[config.mk]
export PLATFORM = sky130hd
export DESIGN_NAME = prescaled_scan_counter
export DESIGN_NICKNAME = d
export VERILOG_FILES = /design/src/rtl/prescaled_scan_counter_pkg.sv /design/src/rtl/prescaled_scan_counter_tick_prescaler.sv /design/src/rtl/prescaled_scan_counter.sv
export SDC_FILE = /design/constraint.sdc
export NUM_CORES = 1
export LEC_CHECK = 0
export ABC_AREA = 1
export CAP_MARGIN = 20
export CORE_MARGIN = 2
export CORE_UTILIZATION = 58
export CTS_CLUSTER_DIAMETER = 30
export DETAILED_ROUTE_END_ITERATION = 10
export GPL_TIMING_DRIVEN = 0
export PLACE_DENSITY = 0.87
export SETUP_SLACK_MARGIN = 0.2
export SKIP_LAST_GASP = 1
export SLEW_MARGIN = 20
export SYNTH_ARGS = -nofsm -noshare
export SYNTH_HDL_FRONTEND = slang
export SYNTH_SLANG_ARGS = --single-unit
[constraint.sdc]
create_clock -name clk -period 5.6 [get_ports clk]
set_clock_uncertainty 0.2 [all_clocks]
set_input_delay 0.84 -clock clk [delete_from_list [all_inputs] [get_ports clk]]
set_output_delay 0.84 -clock clk [all_outputs]
set_load 0.02 [all_outputs]
[src/rtl/prescaled_scan_counter_pkg.sv]
// Shared types for the prescaled scan counter.
//
// step_e names the four things that can happen to the scan count on a
// clock edge. The top module picks one step per cycle and the count/wrap
// logic acts on it. Keeping the choice as a named value makes the
// priority (load over advance over hold) explicit in one place.
package prescaled_scan_counter_pkg;

  typedef enum logic [1:0] {
    STEP_HOLD = 2'd0,
    STEP_UP   = 2'd1,
    STEP_DOWN = 2'd2,
    STEP_LOAD = 2'd3
  } step_e;

endpackage

[src/rtl/prescaled_scan_counter_tick_prescaler.sv]
// tick_prescaler
// Free-running prescaler that marks every (div+1)-th enabled cycle.
//
// Ports:
//   clk  - rising-edge clock
//   rst  - asynchronous active-high reset, clears the prescaler
//   en   - advance enable; 0 freezes the prescaler
//   clr  - synchronous clear; wins over en and suppresses the tick
//   div  - terminal value; the period is div+1 enabled cycles
//   tick - advance strobe for the edge that ends the current period.
//          The parent registers it, so its own tick output changes on
//          the same edge as the count.
module tick_prescaler #(
  parameter int PRE_W = 20
) (
  input  logic             clk,
  input  logic             rst,
  input  logic             en,
  input  logic             clr,
  input  logic [PRE_W-1:0] div,
  output logic             tick
);

  logic [PRE_W-1:0] pre_q, pre_d;
  logic             terminal;

  // Greater-or-equal rather than equality: if div is lowered below the
  // current count, the period ends on the next enabled edge instead of
  // running all the way around the counter.
  assign terminal = (pre_q >= div);
  assign tick     = en & ~clr & terminal;

  always_comb begin
    pre_d = pre_q;
    if (clr) begin
      pre_d = '0;
    end else if (en) begin
      pre_d = terminal ? '0 : pre_q + PRE_W'(1);
    end
  end

  always_ff @(posedge clk or posedge rst) begin
    if (rst) begin
      pre_q <= '0;
    end else begin
      pre_q <= pre_d;
    end
  end

endmodule

[src/rtl/prescaled_scan_counter.sv]
// prescaled_scan_counter
// Up/down scan counter advanced by a programmable prescaler, with a
// one-hot select decode of the count.
//
// Ports:
//   clk      - rising-edge clock
//   rst      - asynchronous active-high reset
//   en       - advance enable; 0 freezes prescaler and count
//   div      - prescaler terminal value (tick every div+1 enabled cycles)
//   max      - count terminal value; count range is 0..max
//   up       - direction, 1 = up, 0 = down
//   load     - synchronous load strobe, independent of en
//   load_val - value loaded into count, saturated at max
//   count    - registered scan count
//   tick     - registered pulse on each edge where count advances
//   wrap     - registered pulse on each edge where count wraps
//   sel      - one-hot decode of count
module prescaled_scan_counter
  import prescaled_scan_counter_pkg::*;
#(
  parameter int PRE_W = 20,
  parameter int CNT_W = 3
) (
  input  logic                  clk,
  input  logic                  rst,
  input  logic                  en,
  input  logic [PRE_W-1:0]      div,
  input  logic [CNT_W-1:0]      max,
  input  logic                  up,
  input  logic                  load,
  input  logic [CNT_W-1:0]      load_val,
  output logic [CNT_W-1:0]      count,
  output logic                  tick,
  output logic                  wrap,
  output logic [(2**CNT_W)-1:0] sel
);

  localparam int NSEL = 2**CNT_W;

  logic             advance;
  step_e            step;
  logic [CNT_W-1:0] count_q, count_d;
  logic             tick_q, tick_d;
  logic             wrap_q, wrap_d;

  // Load doubles as the prescaler clear, so a load restarts the period.
  tick_prescaler #(
    .PRE_W (PRE_W)
  ) u_tick_prescaler (
    .clk  (clk),
    .rst  (rst),
    .en   (en),
    .clr  (load),
    .div  (div),
    .tick (advance)
  );

  // Load has priority over a simultaneous advance. up is sampled only
  // when an advance happens, so changing it between ticks is harmless.
  always_comb begin
    step = STEP_HOLD;
    if (load) begin
      step = STEP_LOAD;
    end else if (advance) begin
      step = up ? STEP_UP : STEP_DOWN;
    end
  end

  // Counting down from above max, which happens after max is lowered,
  // lands on max without flagging a wrap. Counting up from at or above
  // max wraps to zero.
  always_comb begin
    count_d = count_q;
    tick_d  = 1'b0;
    wrap_d  = 1'b0;
    case (step)
      STEP_LOAD: begin
        count_d = (load_val > max) ? max : load_val;
      end
      STEP_UP: begin
        tick_d = 1'b1;
        if (count_q >= max) begin
          count_d = '0;
          wrap_d  = 1'b1;
        end else begin
          count_d = count_q + CNT_W'(1);
        end
      end
      STEP_DOWN: begin
        tick_d = 1'b1;
        if (count_q == '0) begin
          count_d = max;
          wrap_d  = 1'b1;
        end else if (count_q > max) begin
          count_d = max;
        end else begin
          count_d = count_q - CNT_W'(1);
        end
      end
      default: begin
      end
    endcase
  end

  always_ff @(posedge clk or posedge rst) begin
    if (rst) begin
      count_q <= '0;
      tick_q  <= 1'b0;
      wrap_q  <= 1'b0;
    end else begin
      count_q <= count_d;
      tick_q  <= tick_d;
      wrap_q  <= wrap_d;
    end
  end

  // Decoded from the count register alone, so sel only changes right
  // after a clock edge or an asynchronous reset.
  always_comb begin
    sel          = '0;
    sel[count_q] = 1'b1;
  end

  assign count = count_q;
  assign tick  = tick_q;
  assign wrap  = wrap_q;

endmodule

After elaboration in Yosys (flattened, before gate mapping)
Index checks and enable logic that the tools add are counted.

cells by class
  mux-type cells = 17
  eq/ne operators = 3
  reductions and logical operators = 5
  $lt $le $gt $ge = 6
  bitwise logic cells = 3
  add/subtract/negate cells = 3

operators with widths
  cell                                                                           number
  20-bit 2-to-1 mux                                                              3
  20-bit by 1-bit adder with 20-bit output (second input constant)               1
  20-bit >= comparator                                                           1
  3-bit 2-to-1 mux                                                               4
  3-bit case mux with 3 select lines                                             1
  3-bit greater-than comparator                                                  2
  2-bit 2-to-1 mux                                                               3
  2-bit equality test (second input constant)                                    2
  3-bit by 4-bit less-than comparator with 1-bit output (second input constant)  1
  1-bit 2-to-1 mux                                                               4
  3-bit by 1-bit adder with 3-bit output (second input constant)                 1
  1-bit demux with 3-bit select                                                  1
  3-bit by 1-bit >= comparator with 1-bit output (second input constant)         1
  3-bit >= comparator                                                            1
  3-bit zero test                                                                1
  3-bit nonzero test                                                             1
  3-bit by 1-bit subtractor with 3-bit output (second input constant)            1
  1-bit AND                                                                      2
  2-bit by 1-bit equality test with 1-bit output (second input constant)         1
  1-bit case mux with 2 select lines                                             1
  2-bit nonzero test                                                             1
  2-bit OR reduction                                                             1
  1-bit logical AND                                                              1
  1-bit NOT                                                                      1

storage, ports and cells
  output and inout port bits = 13
  input port bits = 31
  flip-flop bits (word level) = 25

Depth between registers and ports, before layout
  word-level depth = 8
  depth in mapped cells = 20

Modules after synthesis
From an unflattened synthesis, not the netlist that was laid out.

second synthesis, totals
  cell total of the unflattened synthesis = 411
  area total of the unflattened synthesis = 2760.1 sq um

modules (own cells, without submodules)
  module                  area each (sq um)  times used  cells an instance
  tick_prescaler          2094.5             1           318
  prescaled_scan_counter  665.6              1           93

Worst setup path before layout
Ideal clock, no wire load.

  path type = input-to-reg
  from = input div[19]
  to = register count_q[0] (netlist: count[0])
  setup time = 0.122 ns
  cell stages on the path = 18
  slack = 2.806 ns
  arrival = 2.472 ns
  path through = inv_1 -> ha_1 -> nand2_1 -> nor2_2 -> nand2_2 -> nor2_1 -> nand2_1 -> nand4_1 -> nand3_1 -> nand2_1 -> inv_1 -> ha_1 -> nand3_1 -> nand2_1 -> nand2_1 -> nand2_1 -> nand2_1 -> a21oi_1

on the way
  longest elaborated chain between the ends = 6
  elaborated cells on any way between the ends = 9
  those cells by class = order compare (1); eq/ne (3); mux (3); bitwise (1); reduce/logical (1)

ends and longest elaborated chain
  element                                                                                line                                         RTL
  start: declaration                                                                     prescaled_scan_counter.sv:27                 input logic [PRE_W-1:0] div,
  20-bit >= comparator *                                                                 prescaled_scan_counter_tick_prescaler.sv:30  assign terminal = (pre_q >= div);
  1-bit AND *                                                                            prescaled_scan_counter_tick_prescaler.sv:31  assign tick = en & ~clr & terminal;
  2-bit 2-to-1 mux *                                                                     prescaled_scan_counter.sv:64                 end else if (advance) begin
  2-bit 2-to-1 mux *                                                                     prescaled_scan_counter.sv:62                 if (load) begin
  2-bit equality test or 2-bit by 1-bit equality test with 1-bit output (tied branches)  prescaled_scan_counter.sv:76                 case (step)
  3-bit case mux with 3 select lines or 3-bit nonzero test (tied branches)               n/a
  end signal: assignment                                                                 prescaled_scan_counter.sv:111                count_q <= count_d;
  end: declaration                                                                       prescaled_scan_counter.sv:42                 logic [CNT_W-1:0] count_q, count_d;

Every way passes the cells marked *; elsewhere a longest branch is shown, timed or not.
A chain may end at the register's enable or synchronous reset.

Worst setup path after layout
  from = input div[15]
  to = register count_q[0] (netlist: count[0])

The elaborated chain is that of the path after synthesis.

==> out/results.ini <==
[detailed_routing]
met3_length_um = 123
drtPass1Iterations = 4
wl_met2_um = 2650
wl_met1_um = 2640
top_layer = met4
wire_per_inst_um = 11.4
drc_errors = 0
vias = 2494
ant_nets = 0
via_per_inst = 5.16
drt-total-wl_um = 5510
drtIter0Drc = 71

[clocking]
cts.htree.levels = 1
cts_inserted_buffers = 3
clock-sinks = 25
clk_path_buf_depth = 2
cts_hold_buf = 0
insertion_delay_ps = 270
ctsResizeCount = 0
cts_tree = done
root_buffer = clkbuf_8
clk_pin_slew_ps = 90
post_cts_buffers = 0

[critical_path]
crit_family = simple AND/OR/NAND/NOR gates
cp.depth = 19
slowest_delay_ps = 460
crit_arrival_ps = 3310
cp_common_cell = nand2_1
start_kind = input pin
path_max_fanout = 6
worstRegToRegCells = 17
cp_slowest_cell = clkdlybuf4s50_1
end_kind = flip-flop
worst-setup-path-type = in2reg
worstPathCellList = clkdlybuf4s50_1, inv_1, ha_1, nand2_1, nor2_1, nand2_2, nor2_1, nand2_1, nand4_1, nand3_1, nand2_1, inv_1, ha_1, nand3_1, nand2_1, nand2_1, nand2_1, nand2_1, a21oi_1
crit_buf_inv = 3
required_ps = 5550

[yosys]
yosys.area.top_type = dfrtp_1
yosysSeqAreaShare = 0.247
syn-cell-area_sq_um = 2530
synth.area.top_cells = dfrtp_1 25%, nand2_1 18%, ha_1 16%, inv_1 9.0%, nor2_1 4.7%
synth_cells = 384
yosysUniqueCellTypes = 28
yosysWarnings = 0
synth_seq_cells = 25
netlist.area_leader.share = 0.247
synth_nets = 448
synth_area_per_cell_sq_um = 6.60

[timing]
fmax_mhz = 298
setup_tns_ps = 0
post-route-period-util = 0.600
setup_viol = 0
hold_viol_final = 0
worstMarginPinSlew_ps = 916
layout_min_cycle_time_ps = 3360
rsz0062_at_grt = false
drv_slew = 0
relSlewSlack = 0.388

[placed_design]
gp_congestion = 0.878
io_buffers = 43
hpwl_um = 4580
placedCellCount = 479

[finish]
antenna_cells = 0
nNetsFinal = 496
areaGrowthSynthToFinish_pct = 21.3
final_cells = 483
postLayoutCoreUtil = 0.716
drive_gt1_frac = 0.0464
n_fill_cell = 378

[die]
rows = 24
dieArea_sq_um = 4910
ios = 44
start_util = 0.590
die_w_um = 70.1
die_h_um = 70.1
core_region_area_sq_um = 4290

[status]
status = complete, no violations

[power_and_ir_drop]
ir_worst_vdd_uv = 96.2
powerDensity_nw_per_um2 = 178
leakage_nw = 1.56
total_power_mw = 0.549

[global_route]
grt_pass1_vias = 2399
grt_pass1_wl_um = 10000
grtUsageTotal = 0.246
grt_max_degree = 26
overflow = 0
antenna_found_initial = 0

[job]
maxCapViolations = 0

[worst_hold_path]
hold_depth = 2
worstHoldPathType = reg2reg

-- sequential cells by signal, indices dropped and copies added, names as in the netlist --
signal                  cells
wrap                        1
tick                        1
count                       3
u_tick_prescaler.pre_q     20
-- path summary, 6_finish.rpt --
kind / from / endpoint / slack (ps)
max: div[15] / count[0] / 2240
min: u_tick_prescaler.pre_q[10] / u_tick_prescaler.pre_q[10] / 400
max reg2reg: u_tick_prescaler.pre_q[15] / count[0] / 2840
min reg2reg: u_tick_prescaler.pre_q[10] / u_tick_prescaler.pre_q[10] / 400
max in group asynchronous: rst / u_tick_prescaler.pre_q[17] / 3760
min in group asynchronous: rst / u_tick_prescaler.pre_q[10] / 870
-- cell usage after synthesis, drive strengths merged --
master,count
nand4,8
nand3,21
o21bai,1
nand2,128
o22ai,1
nor2,36
o21a,1
xor2,8
buf,3
dfrtp,25
a21oi,16
nor3b,1
clkbuf,2
nor3,11
ha,33
xnor2,7
o21ai,20
inv,62
-- metrics by stage --
stage	setup WS, ps	area, sq um	hold WS (ps)
floorplan	2810	2530	306
global placement	2050	3030	355
detailed placement	1960	3030	375
CTS	2240	3070	398
global route	1960	3070	433
finish	2240	3070	396
-- final cells by class --
| class | count | area [sq um] | share of cell area |
|---|---|---|---|
| Clock buffer | 4 | 45.0 | 0.0147 |
| Buffer | 5 | 35.0 | 0.0114 |
| Multi-Input combinational cell | 292 | 1640 | 0.534 |
| Sequential cell | 25 | 626 | 0.204 |
| Tap cell | 52 | 65.1 | 0.0212 |
| Timing Repair Buffer | 43 | 430 | 0.140 |
| Inverter | 62 | 233 | 0.0757 |
-- tightest hold or removal path: stages (launching register included) --
cell and delay, ps:
dfrtp_1 430, nand2_1 70, o21ai_1 70
-- power by group --
part | internal [mW] | switching (mW) | total (mW)
combinational | 0.101 | 0.132 | 0.233
clock | 0.0508 | 0.0540 | 0.105
sequential | 0.192 | 0.0191 | 0.211
-- placed cells by master, fill, tap and decap left out, types with 4 or more instances in the layout --
cell type        count
inv_1               61
nand3_1             20
nor3_1              10
nand2_1            123
clkdlybuf4s50_1     43
o21ai_0              9
xnor2_1              7
nand4_1              8
dfrtp_1             25
xor2_1               8
nor2_1              32
ha_1                33
nand2_2              4
o21ai_1              9
a21oi_1             16
-- cells by family (layout without fill, tap and decap cells) --
kind of cell,count (synthesis),after routing,share of synthesized area
simple gates,205,205,0.350
compound gates,39,39,0.0825
fa+ha+maj,33,33,0.163
xor+xnor,15,15,0.0519
flops,25,25,0.247
buf+inv,67,114,0.106
-- metal layers --
layer / track usage / vias to the layer above
li1: - / 1310
met1: 0.313 / 1135
met2: 0.456 / 40
met3: 0.0115 / 9
met4: 0.0577 / 0
met5: 0 / -
Note: power is estimated with default switching activity, not from simulation.
==> RTL change 1: new RTL, same settings <==
The parameter `CNT_W` goes from 3 to 4.
--- a/src/rtl/prescaled_scan_counter.sv
+++ b/src/rtl/prescaled_scan_counter.sv
@@ -20,5 +20,5 @@
 #(
   parameter int PRE_W = 20,
-  parameter int CNT_W = 3
+  parameter int CNT_W = 4
 ) (
   input  logic                  clk,
Interface: changed (resized count, load_val, max and sel); port bits go from 44 to 55. The function was not compared with the original's and may differ.
==> RTL change 1 against the unedited design <==
Area after synthesis is 8.8% higher. Largest cell class unchanged. Synthesized cell count up 9.1%. Worst setup slack worse by 0.085 ns. Total power increased by 21%. Routed wire length is 26% higher. Sequential cell count is 1 higher. Critical endpoint is now count[2]$_DFFE_PP0P_. Design area rose by 12%. Via count grew 16%.
==> RTL change 1: results (changes against the unedited design) <==
<table>
<tr><th>Metric</th><th>Value</th></tr>
<tr><th colspan="2">Outcome</th></tr>
<tr><td>Run status</td><td>complete, no violations (unchanged)</td></tr>
<tr><th colspan="2">Power</th></tr>
<tr><td>Part of the power in the clock network</td><td>23.6% (was 19.1%)</td></tr>
<tr><td>Reg power frac</td><td>33.4% (was 38.5%)</td></tr>
<tr><td>Maximum vdd ir drop</td><td>0.156 mV (was 0.0962 mV)</td></tr>
<tr><td>Internal Pwr Total</td><td>0.000416 W (was 0.000344 W)</td></tr>
<tr><th colspan="2">Place</th></tr>
<tr><td>Placed wire-length estimate</td><td>5580 um (was 4580 um)</td></tr>
<tr><td>Number of placed instances with taps included</td><td>527 (was 479)</td></tr>
<tr><td>Routability Congestion</td><td>0.959 (was 0.878)</td></tr>
<tr><td>Setup slack after placement</td><td>1.85 ns (was 1.96 ns)</td></tr>
<tr><th colspan="2">Route</th></tr>
<tr><td>Count of TritonRoute iterations in the first routing pass</td><td>5 (was 4)</td></tr>
<tr><td>Vias/cell</td><td>5.45 (was 5.16)</td></tr>
<tr><td>Violation count after the first detailed-route iteration</td><td>307 (was 71)</td></tr>
<tr><td>Final Routed Wirelength</td><td>6940 um (was 5510 um)</td></tr>
<tr><th colspan="2">Timing</th></tr>
<tr><td>Maximum operating frequency</td><td>290 MHz (was 298 MHz)</td></tr>
<tr><td>Slew @ Worst Pin</td><td>0.732 ns (was 0.916 ns)</td></tr>
<tr><td>Final hold slack</td><td>0.348 ns (was 0.396 ns)</td></tr>
<tr><th colspan="2">Logic synthesis</th></tr>
<tr><td>Top area cells in the synthesized netlist</td><td>sky130_fd_sc_hd__dfrtp_1, sky130_fd_sc_hd__nand2_1, sky130_fd_sc_hd__ha_1 (unchanged)</td></tr>
<tr><td>Count of cell types in the netlist</td><td>31 (was 28)</td></tr>
<tr><td>Synthesized net count</td><td>488 (was 448)</td></tr>
<tr><td>Leading cell types by count after synthesis</td><td>sky130_fd_sc_hd__nand2_1, sky130_fd_sc_hd__inv_1, sky130_fd_sc_hd__nor2_1 (was sky130_fd_sc_hd__nand2_1, sky130_fd_sc_hd__inv_1, sky130_fd_sc_hd__ha_1)</td></tr>
<tr><td>Mapped Cells</td><td>419 (was 384)</td></tr>
<tr><th colspan="2">Finish</th></tr>
<tr><td>Share of final-layout standard cells stronger than drive strength 1</td><td>7.95% (was 4.64%)</td></tr>
<tr><td>Number of nets in the layout</td><td>548 (was 496)</td></tr>
<tr><th colspan="2">Min path</th></tr>
<tr><td>Worst Hold End</td><td>u_tick_prescaler.pre_q[19]$_DFFE_PP0P_ (was u_tick_prescaler.pre_q[10]$_DFFE_PP0P_)</td></tr>
<tr><th colspan="2">Critical path</th></tr>
<tr><td>Cell depth of the worst flop-to-flop path</td><td>15 (was 17)</td></tr>
<tr><td>CP arrival</td><td>3.41 ns (was 3.31 ns)</td></tr>
</table>
-- RTL change 1: cells by family after synthesis --
group | Yosys count | share of synthesized area (%)
simple gates | 225 | 36.5
buf+inv | 75 | 10.4
compound gates | 42 | 8.40
fa+ha+maj | 36 | 16.3
flops | 26 | 23.6
xor+xnor | 15 | 4.77
-- RTL change 1: worst register-to-register path: cells and delay by family, from the launching register on --
kind,cells,cell delay (ns)
simple gates,11,1.14
compound gates,1,0.22
fa+ha+maj,2,0.71
buf+inv,1,0.05
flops,1,0.48
-- RTL change 1: final cells by class --
type,count,area [um^2]
multi-input cells,318,1820
fillers,378,1210
flip-flops and latches,26,651
repair buffers,55,556
inverters,72,270
well taps,54,67.6
clock buffers,3,41.3
clock inverters,1,30.0
plain buffers,3,16.3
-- RTL change 1: metal layers --
metal / GRT usage (%) / vias up / part of all wire [%]
met5: 0 / - / 0
met1: 33.7 / 1334 / 40
met3: 2.21 / 19 / 4.9
met4: 8.44 / 0 / 2.2
li1: - / 1438 / -
met2: 52.4 / 109 / 53
==> RTL change 2: new RTL, same flow settings <==
Made on the original files. The output `wrap` loses its register stage (`wrap_q` becomes a continuous assignment).
--- a/src/rtl/prescaled_scan_counter.sv
+++ b/src/rtl/prescaled_scan_counter.sv
@@ -107,11 +107,11 @@
       count_q <= '0;
       tick_q  <= 1'b0;
-      wrap_q  <= 1'b0;
     end else begin
       count_q <= count_d;
       tick_q  <= tick_d;
-      wrap_q  <= wrap_d;
     end
   end
+
+  assign wrap_q = wrap_d;
 
   // Decoded from the count register alone, so sel only changes right
Check against the original RTL: not equivalent (a bounded check fails within 4 cycles, from zero or initial values and one cycle with rst high).
==> RTL change 2 against the unedited design <==
Die area up 1.1%. Sequential cell count down 1. Design area up 1.8%. Worst setup slack worse by 1.4 ns. Critical path depth down 4. Utilization up 1.3 points. Area after synthesis up 1.1%. Clock power up 44%. Total power up 8.1%. Routed wire length up 6.1%. Highest routed layer unchanged.
==> RTL change 2: results (changes against the unedited design) <==
<table>
<tr><th>Metric</th><th>Value</th></tr>
<tr><th colspan="2">Outcome</th></tr>
<tr><td>Run status</td><td>complete, no violations (unchanged)</td></tr>
<tr><th colspan="2">Logic synthesis</th></tr>
<tr><td>Count of cell types in the netlist</td><td>25 (was 28)</td></tr>
<tr><td>Top area cells in the synthesized netlist</td><td>sky130_fd_sc_hd__dfrtp_1, sky130_fd_sc_hd__nand2_1, sky130_fd_sc_hd__ha_1 (unchanged)</td></tr>
<tr><td>Mapped Cells</td><td>378 (was 384)</td></tr>
<tr><td>Sequential fraction of the synthesis area</td><td>23.4% (was 24.7%)</td></tr>
<tr><td>Synthesized net count</td><td>442 (was 448)</td></tr>
<tr><td>Share of the synthesized area in compound gates (AO/OA/AOI/OAI)</td><td>10.3% (was 8.25%)</td></tr>
<tr><td>Leading cell types by count after synthesis</td><td>sky130_fd_sc_hd__nand2_1, sky130_fd_sc_hd__inv_1, sky130_fd_sc_hd__ha_1 (unchanged)</td></tr>
<tr><td>Post-synthesis share of cell area spent on xor and xnor gates</td><td>6.15% (was 5.19%)</td></tr>
<tr><th colspan="2">Timing</th></tr>
<tr><td>Slew @ Worst Pin</td><td>0.900 ns (was 0.916 ns)</td></tr>
<tr><th colspan="2">Critical path</th></tr>
<tr><td>Bufs and invs on worst path</td><td>4 (was 3)</td></tr>
<tr><td>CP max stage delay</td><td>0.62 ns (was 0.46 ns)</td></tr>
<tr><th colspan="2">Place</th></tr>
<tr><td>Placed wire-length estimate</td><td>4730 um (was 4580 um)</td></tr>
<tr><td>Area after DPL</td><td>3060 um^2 (was 3030 um^2)</td></tr>
<tr><td>Routability Congestion</td><td>0.871 (was 0.878)</td></tr>
<tr><td>Number of placed instances with taps included</td><td>473 (was 479)</td></tr>
<tr><th colspan="2">Power</th></tr>
<tr><td>Maximum vdd ir drop</td><td>0.123 mV (was 0.0962 mV)</td></tr>
<tr><td>LEAKAGE</td><td>1.60 nW (was 1.56 nW)</td></tr>
<tr><th colspan="2">Route</th></tr>
<tr><td>Met1 wire length</td><td>2630 um (was 2640 um)</td></tr>
<tr><td>Vias/cell</td><td>5.25 (was 5.16)</td></tr>
<tr><td>Final Routed Wirelength</td><td>5850 um (was 5510 um)</td></tr>
<tr><th colspan="2">GRT</th></tr>
<tr><td>Via count of the first global-routing pass</td><td>2404 (was 2399)</td></tr>
<tr><td>Met2 Resource Use GR</td><td>45.3% (was 45.6%)</td></tr>
<tr><td>Met3 GRT Util</td><td>1.88% (was 1.15%)</td></tr>
<tr><th colspan="2">Finish</th></tr>
<tr><td>Share of final-layout standard cells stronger than drive strength 1</td><td>9.41% (was 4.64%)</td></tr>
</table>
## RTL change 2: changes by cell type in the layout (fill, tap and decap cells not counted), moves of 4 or more
cell                      change
sky130_fd_sc_hd__o21ai_0      -8
sky130_fd_sc_hd__o21ai_2     +17
sky130_fd_sc_hd__xor2_1       +5
sky130_fd_sc_hd__o21ai_1      -9
sky130_fd_sc_hd__nor2_1       -4
## RTL change 2: power by group through the flow
stage	combinational [W]	sequential, W	clock, W
floorplan	0.000148	0.000209	0
global placement	0.000229	0.000208	0
detailed placement	0.000236	0.000209	0
CTS	0.000237	0.000205	0.000152
global route	0.000264	0.000208	0.000160
finish	0.000237	0.000206	0.000151
## RTL change 2: worst paths after layout
path                                                              from                                      to  slack (ns)
worst max register to register  u_tick_prescaler.pre_q[15]$_DFFE_PP0P_                    count[0]$_DFFE_PP0P_        2.88
worst min-delay path            u_tick_prescaler.pre_q[19]$_DFFE_PP0P_  u_tick_prescaler.pre_q[19]$_DFFE_PP0P_        0.36
max in group asynchronous                                          rst  u_tick_prescaler.pre_q[16]$_DFFE_PP0P_        3.79
min in group asynchronous                                          rst                    count[1]$_DFFE_PP0P_        0.86
worst max-delay path                                           div[11]                                    wrap        0.89
worst min register to register  u_tick_prescaler.pre_q[19]$_DFFE_PP0P_  u_tick_prescaler.pre_q[19]$_DFFE_PP0P_        0.36
## RTL change 2: final cells by class
| class | instances | share of cell area, % |
|---|---|---|
| inverters | 62 | 7.44 |
| plain buffers | 5 | 1.12 |
| repair buffers | 43 | 13.8 |
| flip-flops and latches | 24 | 19.2 |
| well taps | 52 | 2.08 |
| clock inverters | 1 | 0.960 |
| multi-input cells | 287 | 54.1 |
| clock buffers | 3 | 1.32 |
